## src/rtl/uart_tx_fifo_if.sv

```systemverilog
// Write-side bus of the buffered UART transmitter: byte strobe in, FIFO status out.
interface uart_tx_fifo_if #(
  parameter int ADDR_W = 4
);
  logic              i_wr_en;
  logic [7:0]        i_wr_byte;
  logic              o_full;
  logic              o_empty;
  logic [ADDR_W:0]   o_count;
  logic              o_overflow;

  modport master (output i_wr_en, i_wr_byte, input o_full, o_empty, o_count, o_overflow);
  modport slave  (input i_wr_en, i_wr_byte, output o_full, o_empty, o_count, o_overflow);
endinterface

```

## src/rtl/uart_tx_fifo.sv

```systemverilog
// FIFO-buffered 8N1 UART transmitter, LSB first, back-to-back frames.
// Define UART_TX_PARITY_EN to insert an even-parity bit between DATA and STOP.
module uart_tx_fifo #(
  parameter int CLKS_PER_BIT = 434,
  parameter int FIFO_DEPTH   = 16,
  parameter int ADDR_W       = 4
) (
  input  logic            i_clk,
  input  logic            i_rst_n,
  uart_tx_fifo_if.slave   wr,
  output logic            o_TX_bit,
  output logic            o_transfer_state,
  output logic            o_TX_done
);
  localparam int CNT_W = (CLKS_PER_BIT > 2) ? $clog2(CLKS_PER_BIT) : 1;
  localparam logic [CNT_W-1:0] CNT_LAST = CNT_W'(CLKS_PER_BIT - 1);
  localparam logic [CNT_W-1:0] CNT_DONE = CNT_W'(CLKS_PER_BIT - 2);
  localparam logic [ADDR_W:0]  CNT_FULL = (ADDR_W+1)'(FIFO_DEPTH);

  localparam logic [2:0] S_IDLE   = 3'd0;
  localparam logic [2:0] S_START  = 3'd1;
  localparam logic [2:0] S_DATA   = 3'd2;
  localparam logic [2:0] S_STOP   = 3'd3;
`ifdef UART_TX_PARITY_EN
  localparam logic [2:0] S_PARITY = 3'd4;
`endif

  logic [7:0]        mem [FIFO_DEPTH];
  logic [ADDR_W-1:0] wr_ptr, rd_ptr;
  logic [ADDR_W:0]   count, count_nxt;
  logic [2:0]        state;
  logic [CNT_W-1:0]  cnt;
  logic [2:0]        idx;
  logic [7:0]        shift;
  logic              bit_last, wr_ok, pop;

  assign bit_last = (cnt == CNT_LAST);
  assign wr_ok    = wr.i_wr_en && !wr.o_full;
  // Pop decisions use the registered empty flag, so a byte written into an
  // empty FIFO is only popped on the following edge.
  assign pop      = !wr.o_empty && ((state == S_IDLE) || (state == S_STOP && bit_last));
  assign wr.o_count = count;

  always_comb begin
    count_nxt = count;
    case ({wr_ok, pop})
      2'b10:   count_nxt = count + 1'b1;
      2'b01:   count_nxt = count - 1'b1;
      default: count_nxt = count;
    endcase
  end

  always_ff @(posedge i_clk) begin
    if (wr_ok) mem[wr_ptr] <= wr.i_wr_byte;
  end

  always_ff @(posedge i_clk) begin
    if (!i_rst_n) begin
      wr_ptr           <= '0;
      rd_ptr           <= '0;
      count            <= '0;
      wr.o_full        <= 1'b0;
      wr.o_empty       <= 1'b1;
      wr.o_overflow    <= 1'b0;
      state            <= S_IDLE;
      cnt              <= '0;
      idx              <= '0;
      shift            <= '0;
      o_TX_bit         <= 1'b1;
      o_transfer_state <= 1'b0;
      o_TX_done        <= 1'b0;
    end else begin
      if (wr_ok) wr_ptr <= wr_ptr + 1'b1;
      if (pop)   rd_ptr <= rd_ptr + 1'b1;
      count         <= count_nxt;
      wr.o_full     <= (count_nxt == CNT_FULL);
      wr.o_empty    <= (count_nxt == '0);
      wr.o_overflow <= wr.o_overflow | (wr.i_wr_en & wr.o_full);

      // Registered one cycle early so the pulse lands on the final STOP cycle.
      o_TX_done <= (state == S_STOP) && (cnt == CNT_DONE);

      if (state != S_IDLE) cnt <= bit_last ? '0 : cnt + 1'b1;
      if (pop) shift <= mem[rd_ptr];

      case (state)
        S_IDLE: if (pop) begin
          state            <= S_START;
          o_TX_bit         <= 1'b0;
          o_transfer_state <= 1'b1;
        end
        S_START: if (bit_last) begin
          state    <= S_DATA;
          idx      <= '0;
          o_TX_bit <= shift[0];
        end
        S_DATA: if (bit_last) begin
          if (idx == 3'd7) begin
`ifdef UART_TX_PARITY_EN
            state    <= S_PARITY;
            o_TX_bit <= ^shift;
`else
            state    <= S_STOP;
            o_TX_bit <= 1'b1;
`endif
          end else begin
            idx      <= idx + 3'd1;
            o_TX_bit <= shift[idx + 3'd1];
          end
        end
`ifdef UART_TX_PARITY_EN
        S_PARITY: if (bit_last) begin
          state    <= S_STOP;
          o_TX_bit <= 1'b1;
        end
`endif
        S_STOP: if (bit_last) begin
          if (pop) begin
            state    <= S_START;
            o_TX_bit <= 1'b0;
          end else begin
            state            <= S_IDLE;
            o_TX_bit         <= 1'b1;
            o_transfer_state <= 1'b0;
          end
        end
        default: begin
          state            <= S_IDLE;
          o_TX_bit         <= 1'b1;
          o_transfer_state <= 1'b0;
        end
      endcase
    end
  end
endmodule

```

## src/flat_wrapper.sv

```systemverilog
// flat-port wrapper written by rule: the top's interface ports become plain ports
module uart_tx_fifo_flat 
#(
  parameter int CLKS_PER_BIT = 434,
  parameter int FIFO_DEPTH   = 16,
  parameter int ADDR_W       = 4
)
  (i_clk, i_rst_n, o_TX_bit, o_transfer_state, o_TX_done, wr_i_wr_en, wr_i_wr_byte, wr_o_full, wr_o_empty, wr_o_count, wr_o_overflow);
  uart_tx_fifo_if #(.ADDR_W(ADDR_W)) wr_i ();
  input  logic i_clk;
  input  logic i_rst_n;
  output logic o_TX_bit;
  output logic o_transfer_state;
  output logic o_TX_done;
  input wire logic [$bits(wr_i.i_wr_en)-1:0] wr_i_wr_en;
  input wire logic [$bits(wr_i.i_wr_byte)-1:0] wr_i_wr_byte;
  output wire logic [$bits(wr_i.o_full)-1:0] wr_o_full;
  output wire logic [$bits(wr_i.o_empty)-1:0] wr_o_empty;
  output wire logic [$bits(wr_i.o_count)-1:0] wr_o_count;
  output wire logic [$bits(wr_i.o_overflow)-1:0] wr_o_overflow;
  assign wr_i.i_wr_en = wr_i_wr_en;
  assign wr_i.i_wr_byte = wr_i_wr_byte;
  assign wr_o_full = wr_i.o_full;
  assign wr_o_empty = wr_i.o_empty;
  assign wr_o_count = wr_i.o_count;
  assign wr_o_overflow = wr_i.o_overflow;
  uart_tx_fifo #(.CLKS_PER_BIT(CLKS_PER_BIT), .FIFO_DEPTH(FIFO_DEPTH), .ADDR_W(ADDR_W)) u_core (.i_clk(i_clk), .i_rst_n(i_rst_n), .wr(wr_i), .o_TX_bit(o_TX_bit), .o_transfer_state(o_transfer_state), .o_TX_done(o_TX_done));
endmodule
```

## config.mk

```make
export PLATFORM = sky130hd
export DESIGN_NAME = uart_tx_fifo_flat
export DESIGN_NICKNAME = d
export VERILOG_FILES = /design/src/rtl/uart_tx_fifo_if.sv /design/src/rtl/uart_tx_fifo.sv /design/src/flat_wrapper.sv
export SDC_FILE = /design/constraint.sdc
export NUM_CORES = 1
export LEC_CHECK = 0
export ABC_AREA = 1
export CORE_MARGIN = 5
export CORE_UTILIZATION = 43
export DETAILED_ROUTE_END_ITERATION = 7
export GPL_TIMING_DRIVEN = 0
export PLACE_DENSITY_LB_ADDON = 0.3
export SLEW_MARGIN = 20
export SYNTH_ARGS = -nofsm -noshare
export SYNTH_HDL_FRONTEND = slang
export SYNTH_SLANG_ARGS = --single-unit
```

## constraint.sdc

```tcl
create_clock -name i_clk -period 2.3 [get_ports i_clk]
set_input_delay 0.69 -clock i_clk [delete_from_list [all_inputs] [get_ports i_clk]]
set_output_delay 0.69 -clock i_clk [all_outputs]
set_load 0.01 [all_outputs]
```

======== After elaboration in Yosys (flattened, before gate mapping) ========
Memory sizes are Yosys's and may differ from the RTL's. A register that Yosys moved wholly into a read port is not among the register bits.
Cells that the tools add are included.
storage, ports and cells
  memories ................................ 1
  RAM bits ................................ 128
  output and inout port bits .............. 11
  register bits ........................... 34
  bits of input ports ..................... 11
memories
  name        depth  bits a word  rd ports  clocked after Yosys merged registers in  wr ports  RTL line            text
  u_core.mem  16     8            1         1                                        1         uart_tx_fifo.sv:28  logic [7:0] mem [FIFO_DEPTH];
operators by class
  bitwise operators ....................... 3
  magnitude comparators ................... 1
  reduce and logical (&&, ||, !) cells .... 17
  add/subtract/negate cells ............... 6
  equal/unequal tests ..................... 16
  multiplexer cells ....................... 28
operators by type and width
  kind                   number
  $mux W3                8
  $eq A9 B9 Y1 const B   2
  $mux W1                13
  $pmux W3 S4            1
  $reduce_and A4 Y1      3
  $ne A2 B1 Y1 const B   5
  $pmux W5 S2            1
  $add A9 B1 Y9 const B  1
  $mux W9                1
  $add A4 B1 Y4 const B  2
  $eq A3 B2 Y1 const B   2
  $pmux W3 S2            1
  $add A5 B1 Y5 const B  1
  $eq A5 B5 Y1 const B   1
  $logic_not A5 Y1       1
  $reduce_and A5 Y1      1
  $sub A5 B1 Y5 const B  1
  $logic_and A1 B1 Y1    4
  $lt A3 B4 Y1 const B   1
  $ne A2 B2 Y1 const B   2
  $pmux W1 S4            1
  $add A3 B1 Y3 const B  1
  $bmux W1 S3            1
  $eq A3 B1 Y1 const B   1
  13 further kinds       15

======== Depth between registers and ports, before layout ========
  word-level depth ........................ 7
  depth in mapped cells ................... 19

======== Least setup slack after synthesis ========
No wires, ideal clock.
  path type ............................... register to register
  start ................................... reg u_core.state[0]
  end ..................................... reg u_core.wr.o_empty
  arrival ................................. 2.195 ns
  path slack .............................. 0.036 ns
  cell stages (with the launch flop) ...... 13
  required time ........................... 2.231 ns
  period minus slack after synthesis ...... 2.264 ns
  cells stage by stage .................... dfxtp_1 > inv_1 > ha_1 > nor2_2 > nor2_8 > nand2_1 > inv_2 > ha_1 > o21ai_0 > nand2_1 > nor2_2 > nand3_2 > o21ai_1
between the ends
  word-level cells in the longest chain between the ends .. 7
RTL lines
  element                                       RTL line               text
  start, declared                               uart_tx_fifo.sv:31     logic [2:0] state;
  start signal, assigned                        uart_tx_fifo.sv:65     state <= S_IDLE;
  start signal, assigned                        uart_tx_fifo.sv:88     state <= S_START;
  start signal, assigned                        uart_tx_fifo.sv:93     state <= S_DATA;
  $eq A3 B2 Y1                                  uart_tx_fifo.sv:41     assign pop = !wr.o_empty && ((state == S_IDLE) || (state == S_STOP && bit_last));
  $logic_and A1 B1 Y1                           uart_tx_fifo.sv:41
  $logic_or A1 B1 Y1 *                          uart_tx_fifo.sv:41
  $logic_and A1 B1 Y1 *                         uart_tx_fifo.sv:41
  $eq A2 B1 Y1 or $eq A2 B2 Y1 (tied branches)  uart_tx_fifo.sv:46     case ({wr_ok, pop})
  $pmux W5 S2 *                                 uart_tx_fifo.sv:46
  $logic_not A5 Y1 *                            uart_tx_fifo.sv:77     wr.o_empty <= (count_nxt == '0);
  end signal, assigned                          uart_tx_fifo.sv:77
  end, declared                                 uart_tx_fifo_if.sv:13  modport slave (input i_wr_en, i_wr_byte, output o_full, o_empty, o_count, o_overflow);
Mark *: on every way between the ends. The rest lies on a longest branch, timed or not.
A chain may end at the register's enable or synchronous reset.

======== Final worst setup path ========
  start ................................... in wr_i_wr_en
  end ..................................... mem u_core.mem[6][4] (enable)
between the ends
  word-level cells in the longest chain between the ends .. 3
RTL lines
  element                        RTL line            text
  start, declared                flat_wrapper.sv:15  input wire logic [$bits(wr_i.i_wr_en)-1:0] wr_i_wr_en;
  $logic_and A1 B1 Y1            uart_tx_fifo.sv:38  assign wr_ok = wr.i_wr_en && !wr.o_full;
  $mux W1                        uart_tx_fifo.sv:54  if (wr_ok) mem[wr_ptr] <= wr.i_wr_byte;
  $mux W1 (not written as such)  uart_tx_fifo.sv:54
  end, declared                  uart_tx_fifo.sv:28
Every way passes these cells.

==> impl_metrics.json <==
{
  "skew_ns": 0.0136,
  "overflow": 0,
  "grt_use_met3": 0.0432,
  "hold_depth": 2,
  "start_kind": "primary input",
  "switching_share": 0.361,
  "port_buffers": 21,
  "synth_flop_cell": "edfxtp_1",
  "synthArstFlopShare": 0,
  "routedWlPerCell_um": 18.0,
  "fin_nets": 748,
  "final.min_clock_period_ns": 2.45,
  "met1_usage": 0.224,
  "violations": "negative setup slack",
  "ys_warn_count": 0,
  "final_max_slew_viol_count": 0,
  "synth_top_cell_by_area": "edfxtp_1",
  "areaGrowthSynthToFinish_pct": 17.4,
  "grt_pass1_vias": 4994,
  "clkPwrFrac": 0.301,
  "finalSetupViolCount": 32,
  "antenna_left": 0,
  "critPathMaxFanout": 8,
  "yosys.area.top_type_share": 0.533,
  "grt_use_met2": 0.294,
  "die_w_um": 139,
  "combPwrFrac": 0.303,
  "irDropWorstVdd_mv": 1.09,
  "synth_area_leaders": "edfxtp_1 53%, dfxtp_1 11%, o21ai_0 6.9%",
  "final_util": 0.512,
  "max_slew_margin": 0.435,
  "cap_violations": 0,
  "worstSkewPairLatency_ns": 0.44,
  "cts_root_buffer": "clkbuf_16",
  "synth_cells": 672,
  "path_class": "primary input to register",
  "num_vias": 5172,
  "p_int_uw": 5890,
  "numCtsBuffers": 17,
  "busiest_layer": "met2",
  "grt_max_degree": 19,
  "status": "finished with violations",
  "viasPerCell": 5.42,
  "grt_pass1_wl_um": 26500,
  "cp_slowest_cell": "nor2_1",
  "tns_ns": -2.98,
  "num_rows": 47,
  "yosysUniqueCellTypes": 33,
  "multi_input_area_um2": 2330,
  "reg2regPathDepth": 15,
  "clockBufferDepth": 2,
  "fin_ws_ns": -0.154,
  "ys_seq_area_frac": 0.647,
  "drive_gt1_frac": 0.147,
  "dp.final_hpwl_um": 11600,
  "fin_crit_sh": 1.07,
  "critPathRequiredTime_ns": 2.35,
  "dr.pass1.iters": 5,
  "core_um2": 16500,
  "postRouteWirelength_um": 17200,
  "gr-usage-all-layers": 0.177,
  "initial_utilization": 0.436,
  "ios": 22,
  "crit_chain": "clkdlybuf4s50_1 -> inv_2 -> nor2_4 -> buf_4 -> buf_4 -> nand2_1 -> nor2_1",
  "p_switching_uw": 3320,
  "yosysMostFrequentCell": "edfxtp_1",
  "synthesis.area_um2": 7210,
  "antenna_found_initial": 0,
  "end_kind": "register",
  "synth_enable_flop_cells": 128,
  "synth.ff_latch_count": 169,
  "antenna_cells": 0,
  "synth_nets": 699,
  "htreeDepth": 4,
  "syn_avg_cell_area_um2": 10.7,
  "hold_viol_final": 0,
  "die_area_um2": 19500,
  "holdWs_ns": 0.466,
  "cts_hold_buf": 0,
  "p_per_area_nw_per_um2": 1090,
  "worst_pin_slew_ns": 0.844,
  "fillers": 1469,
  "worst_path_largest_cell_delay_ns": 0.69,
  "cp_common_cell": "buf_4",
  "clock-sinks": 169,
  "rsz0062_at_grt": "true",
  "cp.arrival_ns": 2.51,
  "cts_tree": "yes",
  "place.gp.congestion": 0.866,
  "dieHeight_um": 139,
  "clk_pin_slew_ns": 0.07,
  "hp-class": "register to register",
  "synthTopCellsByCount": "128 x edfxtp_1, 127 x nor2_1, 100 x o21ai_0",
  "p_leak_uw": 0.00300,
  "drtIter0Drc": 427,
  "fmax_mhz": 408,
  "remaining_drc_errors": 0,
  "register_area_um2": 4670,
  "p_seq_frac": 0.396
}
[registers in the layout, summed over array words and instances (netlist names)]
signal / flops
u_core.mem: 128
u_core.wr.o_full: 1
u_core.shift: 8
u_core.idx: 3
u_core.o_TX_done: 1
u_core.wr.o_count: 5
u_core.wr.o_overflow: 1
u_core.state: 2
u_core.o_TX_bit: 1
u_core.wr_ptr: 4
u_core.wr.o_empty: 1
u_core.o_transfer_state: 1
u_core.cnt: 9
u_core.rd_ptr: 4
[power by group through the flow]
stage               Sequential (uW)  Combinational, uW  Clock [uW]
global route                   3680               3060        2940
finish                         3650               2790        2770
detailed placement             3710               2620           0
floorplan                      3690               1720           0
global placement               3700               2560           0
CTS                            3640               2690        2800
[kinds of logic after synthesis]
logic type,synth area share
simple gates,0.143
compound gates,0.136
flops,0.647
buf+inv,0.0436
fa+ha+maj,0.0278
xor+xnor,0.00243
[layout by cell type (no fill, tap or decap), types with 17 or more instances in the layout]
cell type and instances:
a21oi_1 28, clkbuf_1 18, clkbuf_16 17, clkdlybuf4s50_1 21, dfxtp_1 40, edfxtp_1 128
inv_1 42, nand2_1 41, nor2_1 115, o21ai_0 99, o22ai_1 40
[path summary, 6_finish.rpt]
check | startpoint | end | slack (ns)
max | wr_i_wr_en | u_core.mem[6][4] | -0.15
min | u_core.o_TX_bit | u_core.o_TX_bit | 0.47
max reg2reg | u_core.cnt[1] | u_core.wr.o_empty | 0.17
min reg2reg | u_core.o_TX_bit | u_core.o_TX_bit | 0.47
[stage by stage]
stage | power, uW | cells | instance area [um^2] | worst slack (ns)
detailed placement | 6330 | 913 | 7690 | -0.722
global placement | 6250 | 913 | 7690 | -0.628
finish | 9210 | 954 | 8460 | -0.154
floorplan | 5410 | 672 | 7210 | 0.0362
global route | 9690 | 954 | 8460 | -0.188
CTS | 9130 | 945 | 8310 | 0.00933
[what timing repair did]
item                                   CTS  global route
setup buffers                            0             9
gates resized for setup                 13            31
setup endpoints to repair               78            50
pin swaps                                0             4
endpoints found under the hold margin    0             0
[worst max-delay path, delay by kind of cell]
| family | cells | cell delay, ns |
|---|---|---|
| simple gates | 3 | 1.00 |
| buf+inv | 4 | 0.80 |
[cell type report]
cell class                 instances  share of cell area
buffer                            28              0.0139
clock inverter                    15              0.0179
inverter                          53              0.0250
timing repair buffer              30              0.0328
multi-input combinational        422               0.276
sequential                       169               0.552
clock buffer                      17              0.0503
tap                              220              0.0325
[routing by layer]
metal	part of all wire	vias to the layer above	wire length (um)
met5	0	-	0
met2	0.50	196	8530
li1	-	2478	-
met4	0.017	0	294
met1	0.43	2479	7310
met3	0.060	19	1030
No activity file was read; power rests on OpenSTA's default activity.
